$ cat src/rtl/spi_frame_sync_pkg.sv
// Shared types and defaults for the SPI frame synchronizer slice.
package spi_frame_sync_pkg;

    // Default width of one player word coming out of the SPI shifter.
    localparam int DEFAULT_WIDTH = 16;

    // Frame-tracking states of the load-strobe FSM.
    typedef enum logic [1:0] {
        IDLE    = 2'd0,
        LOADING = 2'd1,
        SETTLE  = 2'd2,
        DRAIN   = 2'd3
    } spi_sync_state_t;

endpackage

$ cat src/rtl/spi_frame_sync_synchronizer.sv
// Multi-flop synchronizer for a single asynchronous control bit.
module spi_frame_sync_synchronizer
    import spi_frame_sync_pkg::*;
#(
    parameter int   STAGES    = 2,
    parameter logic RESET_VAL = 1'b0
) (
    input  logic clk,
    input  logic reset,
    input  logic d,
    output logic q
);

    logic [STAGES-1:0] sync_q;
    logic [STAGES-1:0] sync_d;

    // Shift the asynchronous input one stage deeper each clock.
    always_comb begin
        sync_d = {sync_q[STAGES-2:0], d};
    end

    // Synchronizer chain, loaded with RESET_VAL on reset.
    always_ff @(posedge clk) begin
        if (reset) begin
            sync_q <= {STAGES{RESET_VAL}};
        end else begin
            sync_q <= sync_d;
        end
    end

    assign q = sync_q[STAGES-1];

endmodule

$ cat src/rtl/spi_frame_sync.sv
// Moves the two SPI player words into the clk domain once the MCU load strobe
// has fallen and the shifter outputs have settled, then hands them to game
// logic through a valid/ready register with change, overrun and timeout flags.
module spi_frame_sync
    import spi_frame_sync_pkg::*;
#(
    parameter int WIDTH          = DEFAULT_WIDTH,
    parameter int SYNC_STAGES    = 2,
    parameter int SETTLE_CYCLES  = 4,
    parameter int TIMEOUT_CYCLES = 2**20
) (
    input  logic             clk,
    input  logic             reset,
    input  logic             load,
    input  logic [WIDTH-1:0] p1_raw,
    input  logic [WIDTH-1:0] p2_raw,
    output logic [WIDTH-1:0] p1,
    output logic [WIDTH-1:0] p2,
    output logic             valid,
    input  logic             ready,
    output logic             changed,
    output logic [7:0]       frame_count,
    output logic             overrun,
    output logic             timeout_err
);

    localparam int TO_W = $clog2(TIMEOUT_CYCLES) + 1;
    localparam int ST_W = $clog2(SETTLE_CYCLES) + 1;

    logic                 load_s;
    logic                 rise;
    logic                 fall;
    logic                 capture;
    logic                 consume;
    logic [2*WIDTH-1:0]   compare_ref;

    spi_sync_state_t      state_q, state_d;
    logic [TO_W-1:0]      to_cnt_q, to_cnt_d;
    logic [ST_W-1:0]      st_cnt_q, st_cnt_d;
    logic                 load_prev_q, load_prev_d;
    logic [WIDTH-1:0]     p1_q, p1_d;
    logic [WIDTH-1:0]     p2_q, p2_d;
    logic                 valid_q, valid_d;
    logic                 changed_q, changed_d;
    logic [7:0]           frame_count_q, frame_count_d;
    logic                 overrun_q, overrun_d;
    logic                 timeout_q, timeout_d;
    logic [2*WIDTH-1:0]   last_q, last_d;

    // The chain resets to 1 so that, together with the edge detector's
    // previous value resetting to 1, a strobe held high across reset never
    // shows up as a rising edge once the chain refills.
    spi_frame_sync_synchronizer #(
        .STAGES    (SYNC_STAGES),
        .RESET_VAL (1'b1)
    ) u_load_sync (
        .clk   (clk),
        .reset (reset),
        .d     (load),
        .q     (load_s)
    );

    assign rise = load_s & ~load_prev_q;
    assign fall = ~load_s & load_prev_q;

    // Frame FSM: track load, time out a stuck strobe, wait out the settle window.
    always_comb begin
        state_d     = state_q;
        to_cnt_d    = to_cnt_q;
        st_cnt_d    = st_cnt_q;
        timeout_d   = timeout_q;
        load_prev_d = load_s;
        capture     = 1'b0;
        case (state_q)
            IDLE: begin
                if (rise) begin
                    state_d  = LOADING;
                    to_cnt_d = '0;
                end else begin
                    state_d  = IDLE;
                end
            end
            LOADING: begin
                if (fall) begin
                    state_d  = SETTLE;
                    st_cnt_d = ST_W'(SETTLE_CYCLES - 1);
                end else if (load_s && (to_cnt_q == TO_W'(TIMEOUT_CYCLES - 1))) begin
                    timeout_d = 1'b1;
                    state_d   = DRAIN;
                end else begin
                    to_cnt_d = to_cnt_q + TO_W'(1);
                end
            end
            SETTLE: begin
                if (rise) begin
                    // A new frame started before sampling: drop this one.
                    state_d  = LOADING;
                    to_cnt_d = '0;
                end else if (st_cnt_q == ST_W'(0)) begin
                    capture = 1'b1;
                    state_d = IDLE;
                end else begin
                    st_cnt_d = st_cnt_q - ST_W'(1);
                end
            end
            DRAIN: begin
                if (fall) begin
                    state_d = IDLE;
                end else begin
                    state_d = DRAIN;
                end
            end
            default: begin
                state_d = IDLE;
            end
        endcase
    end

    // Output register: capture new frames, retire accepted ones, flag overrun.
    always_comb begin
        consume       = valid_q & ready;
        p1_d          = p1_q;
        p2_d          = p2_q;
        valid_d       = valid_q;
        changed_d     = changed_q;
        frame_count_d = frame_count_q;
        overrun_d     = overrun_q;
        // A frame consumed this very cycle becomes the reference for changed.
        if (consume) begin
            compare_ref = {p1_q, p2_q};
            last_d      = {p1_q, p2_q};
        end else begin
            compare_ref = last_q;
            last_d      = last_q;
        end
        if (capture) begin
            p1_d          = p1_raw;
            p2_d          = p2_raw;
            valid_d       = 1'b1;
            changed_d     = ({p1_raw, p2_raw} != compare_ref);
            frame_count_d = frame_count_q + 8'd1;
            if (valid_q && !ready) begin
                overrun_d = 1'b1;
            end else begin
                overrun_d = overrun_q;
            end
        end else if (consume) begin
            valid_d = 1'b0;
        end else begin
            valid_d = valid_q;
        end
    end

    // All state and output flops with synchronous reset.
    always_ff @(posedge clk) begin
        if (reset) begin
            state_q       <= IDLE;
            to_cnt_q      <= '0;
            st_cnt_q      <= '0;
            load_prev_q   <= 1'b1;
            p1_q          <= '0;
            p2_q          <= '0;
            valid_q       <= 1'b0;
            changed_q     <= 1'b0;
            frame_count_q <= 8'd0;
            overrun_q     <= 1'b0;
            timeout_q     <= 1'b0;
            last_q        <= '0;
        end else begin
            state_q       <= state_d;
            to_cnt_q      <= to_cnt_d;
            st_cnt_q      <= st_cnt_d;
            load_prev_q   <= load_prev_d;
            p1_q          <= p1_d;
            p2_q          <= p2_d;
            valid_q       <= valid_d;
            changed_q     <= changed_d;
            frame_count_q <= frame_count_d;
            overrun_q     <= overrun_d;
            timeout_q     <= timeout_d;
            last_q        <= last_d;
        end
    end

    assign p1          = p1_q;
    assign p2          = p2_q;
    assign valid       = valid_q;
    assign changed     = changed_q;
    assign frame_count = frame_count_q;
    assign overrun     = overrun_q;
    assign timeout_err = timeout_q;

endmodule
$ cat config.mk
export PLATFORM = sky130hd
export DESIGN_NAME = spi_frame_sync
export DESIGN_NICKNAME = d
export VERILOG_FILES = /design/src/rtl/spi_frame_sync_pkg.sv /design/src/rtl/spi_frame_sync_synchronizer.sv /design/src/rtl/spi_frame_sync.sv
export SDC_FILE = /design/constraint.sdc
export NUM_CORES = 1
export LEC_CHECK = 0
export ABC_CLOCK_PERIOD_IN_PS = 2580
export CAP_MARGIN = 10
export CORE_MARGIN = 2
export CORE_UTILIZATION = 45
export CTS_BUF_LIST = sky130_fd_sc_hd__clkbuf_16
export DETAILED_ROUTE_END_ITERATION = 8
export MAX_ROUTING_LAYER = met4
export PLACE_DENSITY = 0.69
export SKIP_LAST_GASP = 1
export SYNTH_ARGS = -nofsm -noshare
export SYNTH_HDL_FRONTEND = slang
export SYNTH_SLANG_ARGS = --single-unit
$ cat constraint.sdc
create_clock -name clk -period 2.58 [get_ports clk]
set_clock_uncertainty 0.1 [all_clocks]
set_input_delay 0.516 -clock clk [delete_from_list [all_inputs] [get_ports clk]]
set_output_delay 0.516 -clock clk [all_outputs]
set_load 0.02 [all_outputs]
# Word level (Yosys, flattened, before mapping)
# Index checks and enable logic that the tools add are counted.
dict set report word_totals {
  reg_bits 105
  inputBits 36
}
dict set report op_classes {
  add_sub_neg 3
  n_eq_ne 13
  muxes 21
  n_bitwise 6
  reduce_logical 14
}
# op n
set ops {}
lappend ops {{$mux W21} 3}
lappend ops {{$pmux W21 S2} 1}
lappend ops {{$mux W32} 1}
lappend ops {{$ne A32 B32 Y1} 1}
lappend ops {{$add A21 B1 Y21 const B} 1}
lappend ops {{$eq A21 B20 Y1 const B} 1}
lappend ops {{$mux W2} 5}
lappend ops {{$ne A2 B2 Y1 const B} 5}
lappend ops {{$mux W3} 3}
lappend ops {{$add A8 B1 Y8 const B} 1}
lappend ops {{$pmux W2 S4} 1}
lappend ops {{$reduce_and A4 Y1} 2}
lappend ops {{$mux W1} 6}
lappend ops {{$ne A3 B3 Y1 const B} 2}
lappend ops {{$pmux W3 S2} 1}
lappend ops {{$reduce_bool A2 Y1} 3}
lappend ops {{$eq A2 B2 Y1 const B} 2}
lappend ops {{$reduce_and A2 Y1} 2}
lappend ops {{$and A1 B1 Y1} 3}
lappend ops {{$logic_not A3 Y1} 1}
lappend ops {{$not A1 Y1} 3}
lappend ops {{$reduce_and A3 Y1} 1}
lappend ops {{$sub A3 B1 Y3 const B} 1}
lappend ops {{$eq A2 B1 Y1 const B} 1}
lappend ops {{other kinds (5)} 6}

# Logic depth before layout (Yosys ltp)
# Gate-level depths: netlist of run 1.
dict set report logic_depth {
  ltp_word 5
  ltp_mapped 10
  depth_no_buf 9
}

# By module
# From an unflattened synthesis of run 1, not the netlist that was laid out.
dict set report unflattened {
  hier_cells 542
  area_unflattened_um2 4638.2
}
# mod instances cells_per_inst area_per_inst_um2 seq_area_each_um2
set by_module_without_submodules {}
lappend by_module_without_submodules {spi_frame_sync 1 538 4585.6 2062.0}
lappend by_module_without_submodules {spi_frame_sync_synchronizer 1 4 52.6 40.0}

# Worst setup path before layout of run 1
# Ideal clock, no wire load.
dict set report synth_path {
  path_kind {input -> register}
  startpoint {input ready}
  endpoint {register changed_q, in the netlist changed}
  setup_ns 0.129
  t_arrival_ns 1.861
  required_time_ns 2.351
  setup_slack_ns 0.490
  path_stages 7
  n_path_buf 1
  path_cell_list {nand2_2 > buf_6 > mux2i_1 > o2111ai_1 > or4_1 > nor4_1 > a31oi_1}
}
dict set report synth_between {
  elab_chain_cells 3
}
# item line
set synth_rtl {}
lappend synth_rtl {{start: declaration} spi_frame_sync.sv:20} ;# input logic ready,
lappend synth_rtl {{$and A1 B1 Y1} spi_frame_sync.sv:121} ;# consume = valid_q & ready;
lappend synth_rtl {{$mux W32} spi_frame_sync.sv:129} ;# if (consume) begin
lappend synth_rtl {{$ne A32 B32 Y1} spi_frame_sync.sv:140} ;# changed_d = ({p1_raw, p2_raw} != compare_ref);
lappend synth_rtl {{end signal: assignment} spi_frame_sync.sv:177} ;# changed_q <= changed_d;
lappend synth_rtl {{end: declaration} spi_frame_sync.sv:44} ;# logic changed_q, changed_d;
# Every way passes these cells.
# A chain may end at the register's enable or synchronous reset.

# Worst setup path after layout of run 1
# Same ends and word-level chain as after synthesis.

==> results of run 1 <==
## per-layer routing
layer | up-vias | part of all wire | track usage | wire (microns)
li1 | 2205 | - | - | -
met1 | 2076 | 0.45 | 0.278 | 5540
met2 | 141 | 0.48 | 0.377 | 5960
met3 | 22 | 0.049 | 0.0450 | 611
met4 | 0 | 0.019 | 0.0798 | 240
met5 | - | 0 | - | 0
## power groups by stage
stage | Sequential (mW) | Clock [mW] | Combinational [mW]
2_1_floorplan | 1.69 | 0 | 0.100
3_3_place_gp | 1.68 | 0 | 0.234
3_5_place_dp | 1.68 | 0 | 0.236
4_1_cts | 1.64 | 1.47 | 0.237
5_1_grt | 1.65 | 1.52 | 0.257
6_report | 1.64 | 1.44 | 0.237
## cells in the mapped netlist (all sizes together) (2+ instances only)
cell type,number,area [sq um]
nand2,108,408
dfxtp,105,2100
a21oi,72,360
nor2,58,218
xor2,25,219
clkbuf,24,90.1
mux2i,23,230
inv,21,78.8
o21ai,18,90.1
nor3,12,65.1
nand3,11,67.6
nand4,11,68.8
nor4,9,83.8
buf,8,47.5
xnor2,8,70.1
a211oi,7,52.6
o22ai,7,43.8
or4,7,52.6
a31oi,5,31.3
or3,5,31.3
ha,4,50.1
nand2b,4,25.0
a21o,3,22.5
a22oi,3,22.5
nor2b,3,18.8
or2,3,18.8
a221oi,2,17.5
a2bb2oi,2,17.5
o2111ai,2,17.5
o21ba,2,20.0
## logic make-up after synthesis
logic type | after synthesis | synth area share
simple gates | 240 | 0.235
compound gates | 132 | 0.161
flops | 105 | 0.439
buf+inv | 53 | 0.0452
xor+xnor | 33 | 0.0604
mux | 23 | 0.0481
fa+ha+maj | 4 | 0.0105
## flip-flops by register name, summed over array words and instances (netlist names), 2 cells and up
signal              flops
u_load_sync.sync_q      2
to_cnt_q               21
p1                     16
last_q                 32
frame_count             8
p2                     16
st_cnt_q                3
state_q                 2
## per-stage QoR
step | hold slack (ns) | cells | utilization | instance area (sq um)
floorplan | 0.289 | 590 | - | 4790
global placement | 0.291 | 801 | 0.564 | 5820
detailed placement | 0.296 | 801 | 0.564 | 5820
CTS | 0.311 | 816 | 0.594 | 6130
global route | 0.332 | 816 | 0.594 | 6130
finish | 0.313 | 816 | 0.594 | 6130
## cell type report
class,instances,area [sq um],area share
Inverter,21,78.8,0.0129
Clock inverter,6,85.1,0.0139
Timing Repair Buffer,107,996,0.162
Tap cell,136,170,0.0277
Sequential cell,105,2100,0.343
Multi-Input combinational cell,432,2480,0.404
Clock buffer,9,225,0.0367
## placed cells by master (no fill, tap or decap), types with 3 or more instances in the layout
master           count
nand2_1            107
or3_1                5
a31oi_1              5
a21o_1               3
mux2i_1             23
o21ai_0             18
a22oi_1              3
or2_2                3
clkbuf_16            9
dfxtp_1            105
or4_1                7
nor2b_1              3
a21oi_1             72
nand4_1             11
nand2b_1             4
xor2_1              25
ha_1                 4
buf_4               28
nor3_1              11
clkdlybuf4s50_1     78
nand3_1             10
a211oi_1             7
nor4_1               6
xnor2_1              8
inv_1               22
o22ai_1              7
nor2_1              58
## worst max path at each step
stage | to | slack [ns] | cells after the start
final | changed$_SDFFE_PP0P_ | 0.16 | 7
after detailed placement | changed$_SDFFE_PP0P_ | -0.12 | 9
after global placement | changed$_SDFFE_PP0P_ | -0.09 | 9
after floorplan | changed$_SDFFE_PP0P_ | 0.49 | 7
after CTS | changed$_SDFFE_PP0P_ | 0.21 | 7
after global routing | changed$_SDFFE_PP0P_ | 0.01 | 7
==> results.cfg, run 1 <==
[status]
outcome = completed

[worst_setup_path]
cp_slowest_cell = clkdlybuf4s50_1
worstReg2RegStart = st_cnt_q[0]$_SDFFE_PP0P_
crit_path_end_kind = flop
crit_chain = clkdlybuf4s50_1, nand2_2, a221oi_1, o22ai_1, or4_1, nor4_1, a31oi_1
cp.required_ns = 2.71
critPathKind = in2reg
critPathMaxFanout = 9
critPathLaunchType = primary input
crit_buf_inv = 1
cp-startpoint = ready
cp_data_arrival_time_ns = 2.55
slowest_delay_ns = 0.50
regToRegSetupSlack_ns = 0.34
reg2reg_to = changed$_SDFFE_PP0P_
crit_family = simple AND/OR/NAND/NOR gates
ff2ff_path_depth = 9

[floorplanning]
die-area_sq_mm = 0.0115
num_rows = 37
die_w_microns = 107
start_util = 0.464
coreArea_sq_mm = 0.0103
pin_count = 80
die_height_microns = 107

[placement]
dp_hpwl_microns = 8850
portBuffers = 79
place_ws_ns = -0.116
place.gp.congestion = 0.918

[timing]
rsz0062_at_grt = no
setup_violations = 0
timing.fmax_mhz = 413
finalHoldViolCount = 0
slew_headroom = 0.564
fin_tns_setup_ns = 0
fin_crit_sh = 0.939
drv_slew = 0
fin_ws_ns = 0.156
worst_pin_slew_ns = 0.647
min_period_ns = 2.42

[power]
leakagePower_nw = 2.25
power_density_mw_per_mm2 = 542
p_sw_mw = 0.738
p_comb_frac = 0.071
clockPowerShare = 0.434
seqPwrFrac = 0.495
switching_share = 0.222
vdd_ir_drop_max_uv = 342
finalPower_mw = 3.32
power.internal_mw = 2.58

[global_route]
grt_pass1_vias = 4347
grt_max_degree = 39
grt_overflow = 0
track_usage = 0.228
grt_pass1_wl_microns = 20400
antenna_found_initial = 0

[clocking]
clock_sink_count = 105
postCtsResizedCells = 0
clkLatencyLatePin_ns = 0.35
tritoncts = done
cts_buffers = 9
cts_hold_buffers = 0
post_cts_buffers = 0
h-tree-depth = 3
clk_pin_slew_ns = 0.07
cts-root-buf = clkbuf_16
clk_path_buf_depth = 2

[route]
viasPerCell = 5.45
vias = 4444
drc = 0
dr.pass1.iters = 5
drt-initial-drc-count = 279
drt-total-wl_microns = 12300
final_antenna_net_count = 0
wl_per_cell_microns = 15.1

[synth]
yosysSeqAreaShare = 0.439
ys_async_sr_fraction = 0
syn_area_sq_mm = 0.00479
syn-num-nets = 630
synth-warning-count = 0
netlist_instances = 590
synth_edf_count = 0
synth.ff_latch_count = 105
yosys.cell_types.count = 56
ys.flop_type = dfxtp_1
syn_area_per_cell_sq_um = 8.12

[worst_hold_path]
hold_path_end = u_load_sync.sync_q[1]$_SDFF_PP1_
holdCritStartpoint = u_load_sync.sync_q[0]$_SDFF_PP1_
hp-class = reg2reg
holdPathStages = 1

[final_layout]
drive_gt1_frac = 0.0824
fillerInstances = 918
syn_to_final_growth_pct = 28.1
nNetsFinal = 716
n_antenna_cell = 0

[job]
drv_cap = 0
(Power assumes the default switching activity.)
==> run 2, diff against run 1 <==
--- a/config.mk
+++ b/config.mk
@@ -12,7 +12,7 @@
 export CTS_BUF_LIST = sky130_fd_sc_hd__clkbuf_16
 export DETAILED_ROUTE_END_ITERATION = 8
 export MAX_ROUTING_LAYER = met4
-export PLACE_DENSITY = 0.69
+export PLACE_DENSITY_LB_ADDON = 0.05
 export SKIP_LAST_GASP = 1
 export SYNTH_ARGS = -nofsm -noshare
 export SYNTH_HDL_FRONTEND = slang
==> run 2 against run 1 <==
Routed wire length decreased by 1.1%. Largest power group unchanged. Final cell count increased by 0.49%. Power decreased by 6.3%. Combinational power about the same. Core utilization about the same. Sequential share of layout area about the same. Register-to-register slack improved by 0.04 ns. First-iteration DRC count decreased by 20%.
==> results.cfg, run 2 (same netlist as run 1, synthesis figures left out) <==
[timing]
rsz0062_at_grt = no
slew_headroom = 0.579
setup_violations = 0
min_period_ns = 2.38
finalHoldViolCount = 0
drv_slew = 0
fin_crit_sh = 0.921
hold_ws_ns = 0.309
worst_pin_slew_ns = 0.625
timing.fmax_mhz = 421
fin_ws_ns = 0.204

[worst_setup_path]
cp.required_ns = 2.70
crit_family = buffers and inverters
cp_data_arrival_time_ns = 2.49
cp_slowest_cell = clkdlybuf4s50_1
crit_cells = 8
ff2ff_path_depth = 9
worstReg2RegStart = st_cnt_q[0]$_SDFFE_PP0P_
crit_path_end_kind = flop
critPathLaunchType = primary input
regToRegSetupSlack_ns = 0.38
critPathMaxFanout = 10
crit_buf_inv = 2
reg2reg_to = changed$_SDFFE_PP0P_
crit_chain = clkdlybuf4s50_1, nand2_2, buf_4, mux2i_1, xor2_1, nand4_1, nor4_1, a31oi_1
slowest_delay_ns = 0.47
critPathKind = in2reg

[global_route]
grt_max_degree = 53
grt_pass1_vias = 4289
grt_pass1_wl_microns = 20500
grt_overflow = 0
track_usage = 0.227
antenna_found_initial = 0

[status]
outcome = completed

[final_layout]
largest_reg_flops = 32
mostFrequentLayoutCell = nand2_1
top_register = last_q
fin_cells = 820
syn_to_final_growth_pct = 28.2
final_cell_mix = nand2_1 (107), dfxtp_1 (105), clkdlybuf4s50_1 (78)
nNetsFinal = 719
top_regs = last_q x32, to_cnt_q x21
n_antenna_cell = 0
drive_gt1_frac = 0.0863
final_area_sq_mm = 0.00614

[route]
drc = 0
final_antenna_net_count = 0
dr.pass1.iters = 4
drt-initial-drc-count = 222
drt-total-wl_microns = 12200
wl_per_cell_microns = 14.9
vias = 4414
viasPerCell = 5.38

[floorplanning]
num_rows = 37
pin_count = 80
die_w_microns = 107
die-area_sq_mm = 0.0115
die_height_microns = 107
start_util = 0.464
coreArea_sq_mm = 0.0103

[worst_hold_path]
holdPathStages = 1
hold_path_end = u_load_sync.sync_q[1]$_SDFF_PP1_
hp-class = reg2reg
holdCritStartpoint = u_load_sync.sync_q[0]$_SDFF_PP1_

[clocking]
cts_buffers = 9
tritoncts = done
cts-root-buf = clkbuf_16
clkLatencyLatePin_ns = 0.34
clk_path_buf_depth = 2
post_cts_buffers = 0
clk_pin_slew_ns = 0.07
h-tree-depth = 3
clock_sink_count = 105

[power]
vdd_ir_drop_max_uv = 336
power_density_mw_per_mm2 = 507
finalPower_mw = 3.11
leakagePower_nw = 2.25

[job]
drv_cap = 0

[placement]
post-place-cells = 804
portBuffers = 79
place_ws_ns = -0.136
dp_hpwl_microns = 8920
place.gp.congestion = 0.844
place_area_sq_mm = 0.00587
-- run 2: final cells by class --
type | instances | area, sq um
tap | 136 | 170
multi-input combinational | 432 | 2480
inverter | 21 | 78.8
clock inverter | 7 | 37.5
timing repair buffer | 110 | 1040
sequential | 105 | 2100
clock buffer | 9 | 225
fill | 971 | 4190
-- run 2: power breakdown --
part	switching, mW	leakage (nW)	internal, mW	total (mW)
Combinational	0.125	1.27	0.112	0.237
Clock	0.589	0.132	0.645	1.23
Sequential	0.0124	0.847	1.63	1.64
Total	0.726	2.25	2.39	3.11
-- run 2: worst max-delay path by stage --
stage / startpoint / endpoint / slack [ns]
after floorplan: ready / changed$_SDFFE_PP0P_ / 0.49
after global placement: ready / changed$_SDFFE_PP0P_ / -0.15
after detailed placement: ready / changed$_SDFFE_PP0P_ / -0.14
after CTS: ready / changed$_SDFFE_PP0P_ / 0.21
after global routing: ready / changed$_SDFFE_PP0P_ / 0.03
final: ready / changed$_SDFFE_PP0P_ / 0.20
-- run 2: stage by stage --
step,util,TNS (ns)
after detailed placement,0.569,-0.136
after CTS,0.594,0
after floorplan,-,0
after global routing,0.595,0
after global placement,0.569,-0.150
final,0.595,0
-- run 2: worst reg2reg max path, stage by stage, from the launching register on --
cell and delay [ns]:
dfxtp_1 0.34, inv_1 0.06, ha_1 0.15, ha_1 0.16, nand2_1 0.10, nor3_4 0.17, o2111ai_1 0.13, or4_1 0.52
nor4_1 0.24, a31oi_1 0.11
-- run 2: repair_timing --
item	4_1_cts	5_1_grt
resized for setup	0	2
hold buffers	0	0
setup endpoints to repair	0	1
-- run 2: per-layer routing --
layer  part of all wire  global-route usage  up-vias
met2               0.50               0.376       76
li1                   -                   -     2213
met1               0.45               0.282     2107
met4              0.016              0.0696        0
met5                  0                   -        -
met3              0.034              0.0395       18
==> run 3, diff against run 2 <==
--- a/config.mk
+++ b/config.mk
@@ -13,6 +13,7 @@
 export DETAILED_ROUTE_END_ITERATION = 8
 export MAX_ROUTING_LAYER = met4
 export PLACE_DENSITY_LB_ADDON = 0.05
+export RECOVER_POWER = 100
 export SKIP_LAST_GASP = 1
 export SYNTH_ARGS = -nofsm -noshare
 export SYNTH_HDL_FRONTEND = slang
==> run 3 against run 2 <==
Die area unchanged. Highest routed layer unchanged. Clock power about the same. First-iteration DRC count up 6.8%. Non-clock buffer count unchanged. Flip-flop and latch count unchanged. Core utilization down 0.56 points. Register-to-register slack worse by 0.16 ns.
==> results.cfg, run 3 (same netlist as run 1, synthesis figures left out) <==
[placement]
place_ws_ns = -0.136
portBuffers = 79
place_area_sq_mm = 0.00587
dp_hpwl_microns = 8920
post-place-cells = 804
place.gp.congestion = 0.844

[final_layout]
syn_to_final_growth_pct = 27.0
largest_reg_flops = 32
mostFrequentLayoutCell = nand2_1
drive_gt1_frac = 0.0760
n_antenna_cell = 0
nNetsFinal = 719
fillerInstances = 977
top_register = last_q
top_regs = last_q x32, to_cnt_q x21
final_area_sq_mm = 0.00608
final_cell_mix = nand2_1 (107), dfxtp_1 (105), a21oi_1 (72)
fin_cells = 820
post-route-util = 0.589

[route]
viasPerCell = 5.37
drt-total-wl_microns = 12200
final_antenna_net_count = 0
dr.pass1.iters = 4
drc = 0
wl_per_cell_microns = 14.9
drt-initial-drc-count = 237
vias = 4406

[worst_setup_path]
cp_data_arrival_time_ns = 2.49
crit_chain = clkdlybuf4s50_1, nand2_2, buf_4, buf_12, mux2i_1, xor2_1, nand4_1, nor4_1, a31oi_1
critPathMaxFanout = 10
critPathLaunchType = primary input
cp_slowest_cell = clkdlybuf4s50_1
slowest_delay_ns = 0.47
cp.required_ns = 2.70
crit_path_end_kind = flop
critPathKind = in2reg

[timing]
fin_tns_setup_ns = 0
fin_ws_ns = 0.209
finalHoldViolCount = 0
worst_pin_slew_ns = 1.09
timing.fmax_mhz = 422
rsz0062_at_grt = no
min_period_ns = 2.37
hold_ws_ns = 0.311
setup_violations = 0
slew_headroom = 0.274
drv_slew = 0
fin_crit_sh = 0.919

[clocking]
h-tree-depth = 3
clk_path_buf_depth = 2
tritoncts = done
cts-root-buf = clkbuf_16
clk_pin_slew_ns = 0.07
cts_hold_buffers = 0
clock_sink_count = 105
clkLatencyLatePin_ns = 0.34
cts_buffers = 9
postCtsResizedCells = 0
post_cts_buffers = 0

[global_route]
antenna_found_initial = 0
busiest_layer = met2
grt_pass1_wl_microns = 20500
use_met2 = 0.376
grt_pass1_vias = 4289
use_met3 = 0.0395
met1_usage = 0.282
grt_overflow = 0
grt_max_degree = 53
track_usage = 0.227

[power]
power_density_mw_per_mm2 = 511
seqPwrFrac = 0.529
p_comb_frac = 0.073
leakagePower_nw = 2.39
p_sw_mw = 0.726
switching_share = 0.234
finalPower_mw = 3.11
vdd_ir_drop_max_uv = 336
power.internal_mw = 2.38
clockPowerShare = 0.397

[floorplanning]
pin_count = 80
coreArea_sq_mm = 0.0103
num_rows = 37
start_util = 0.464
die_w_microns = 107
die_height_microns = 107
die-area_sq_mm = 0.0115

[status]
outcome = completed

[worst_hold_path]
hp-class = reg2reg

[job]
drv_cap = 0
==> run 3: worst max-delay path, delay by kind of cell <==
family,cells,cell delay [ns]
AND/OR/NAND/NOR,3,0.54
multiplexers,1,0.27
XOR/XNOR,1,0.17
buffers and inverters,3,0.88
AO/OA/AOI/OAI,1,0.11
==> run 3: cell type report <==
cell class	count	area [sq um]	share of cell area
clock buffers	9	225	0.0370
clock inverters	7	37.5	0.00617
inverters	21	78.8	0.0130
multi-input cells	432	2460	0.404
flip-flops and latches	105	2100	0.346
well taps	136	170	0.0280
repair buffers	110	1010	0.166
==> run 3: worst paths after layout <==
check / slack, ns / startpoint / endpoint / depth (start not counted)
worst max-delay path: 0.21 / ready / changed$_SDFFE_PP0P_ / 9
worst min-delay path: 0.31 / u_load_sync.sync_q[0]$_SDFF_PP1_ / u_load_sync.sync_q[1]$_SDFF_PP1_ / 1
worst max register to register: 0.22 / st_cnt_q[0]$_SDFFE_PP0P_ / frame_count[4]$_SDFFE_PP0P_ / 9
worst min register to register: 0.31 / u_load_sync.sync_q[0]$_SDFF_PP1_ / u_load_sync.sync_q[1]$_SDFF_PP1_ / 1
==> run 3: power groups by stage <==
stage               Clock (mW)  Sequential [mW]  Combinational [mW]
floorplan                    0             1.69               0.100
global placement             0             1.68               0.235
detailed placement           0             1.68               0.237
CTS                       1.27             1.64               0.238
global route              1.32             1.64               0.248
finish                    1.23             1.64               0.228
==> run 3: routing by layer <==
layer  share of wire  vias up  routed length (microns)
met5               0        -                        0
met4           0.016        0                      192
met3           0.030       18                      369
met2            0.50       75                     6090
met1            0.46     2100                     5580
li1                -     2213                        -
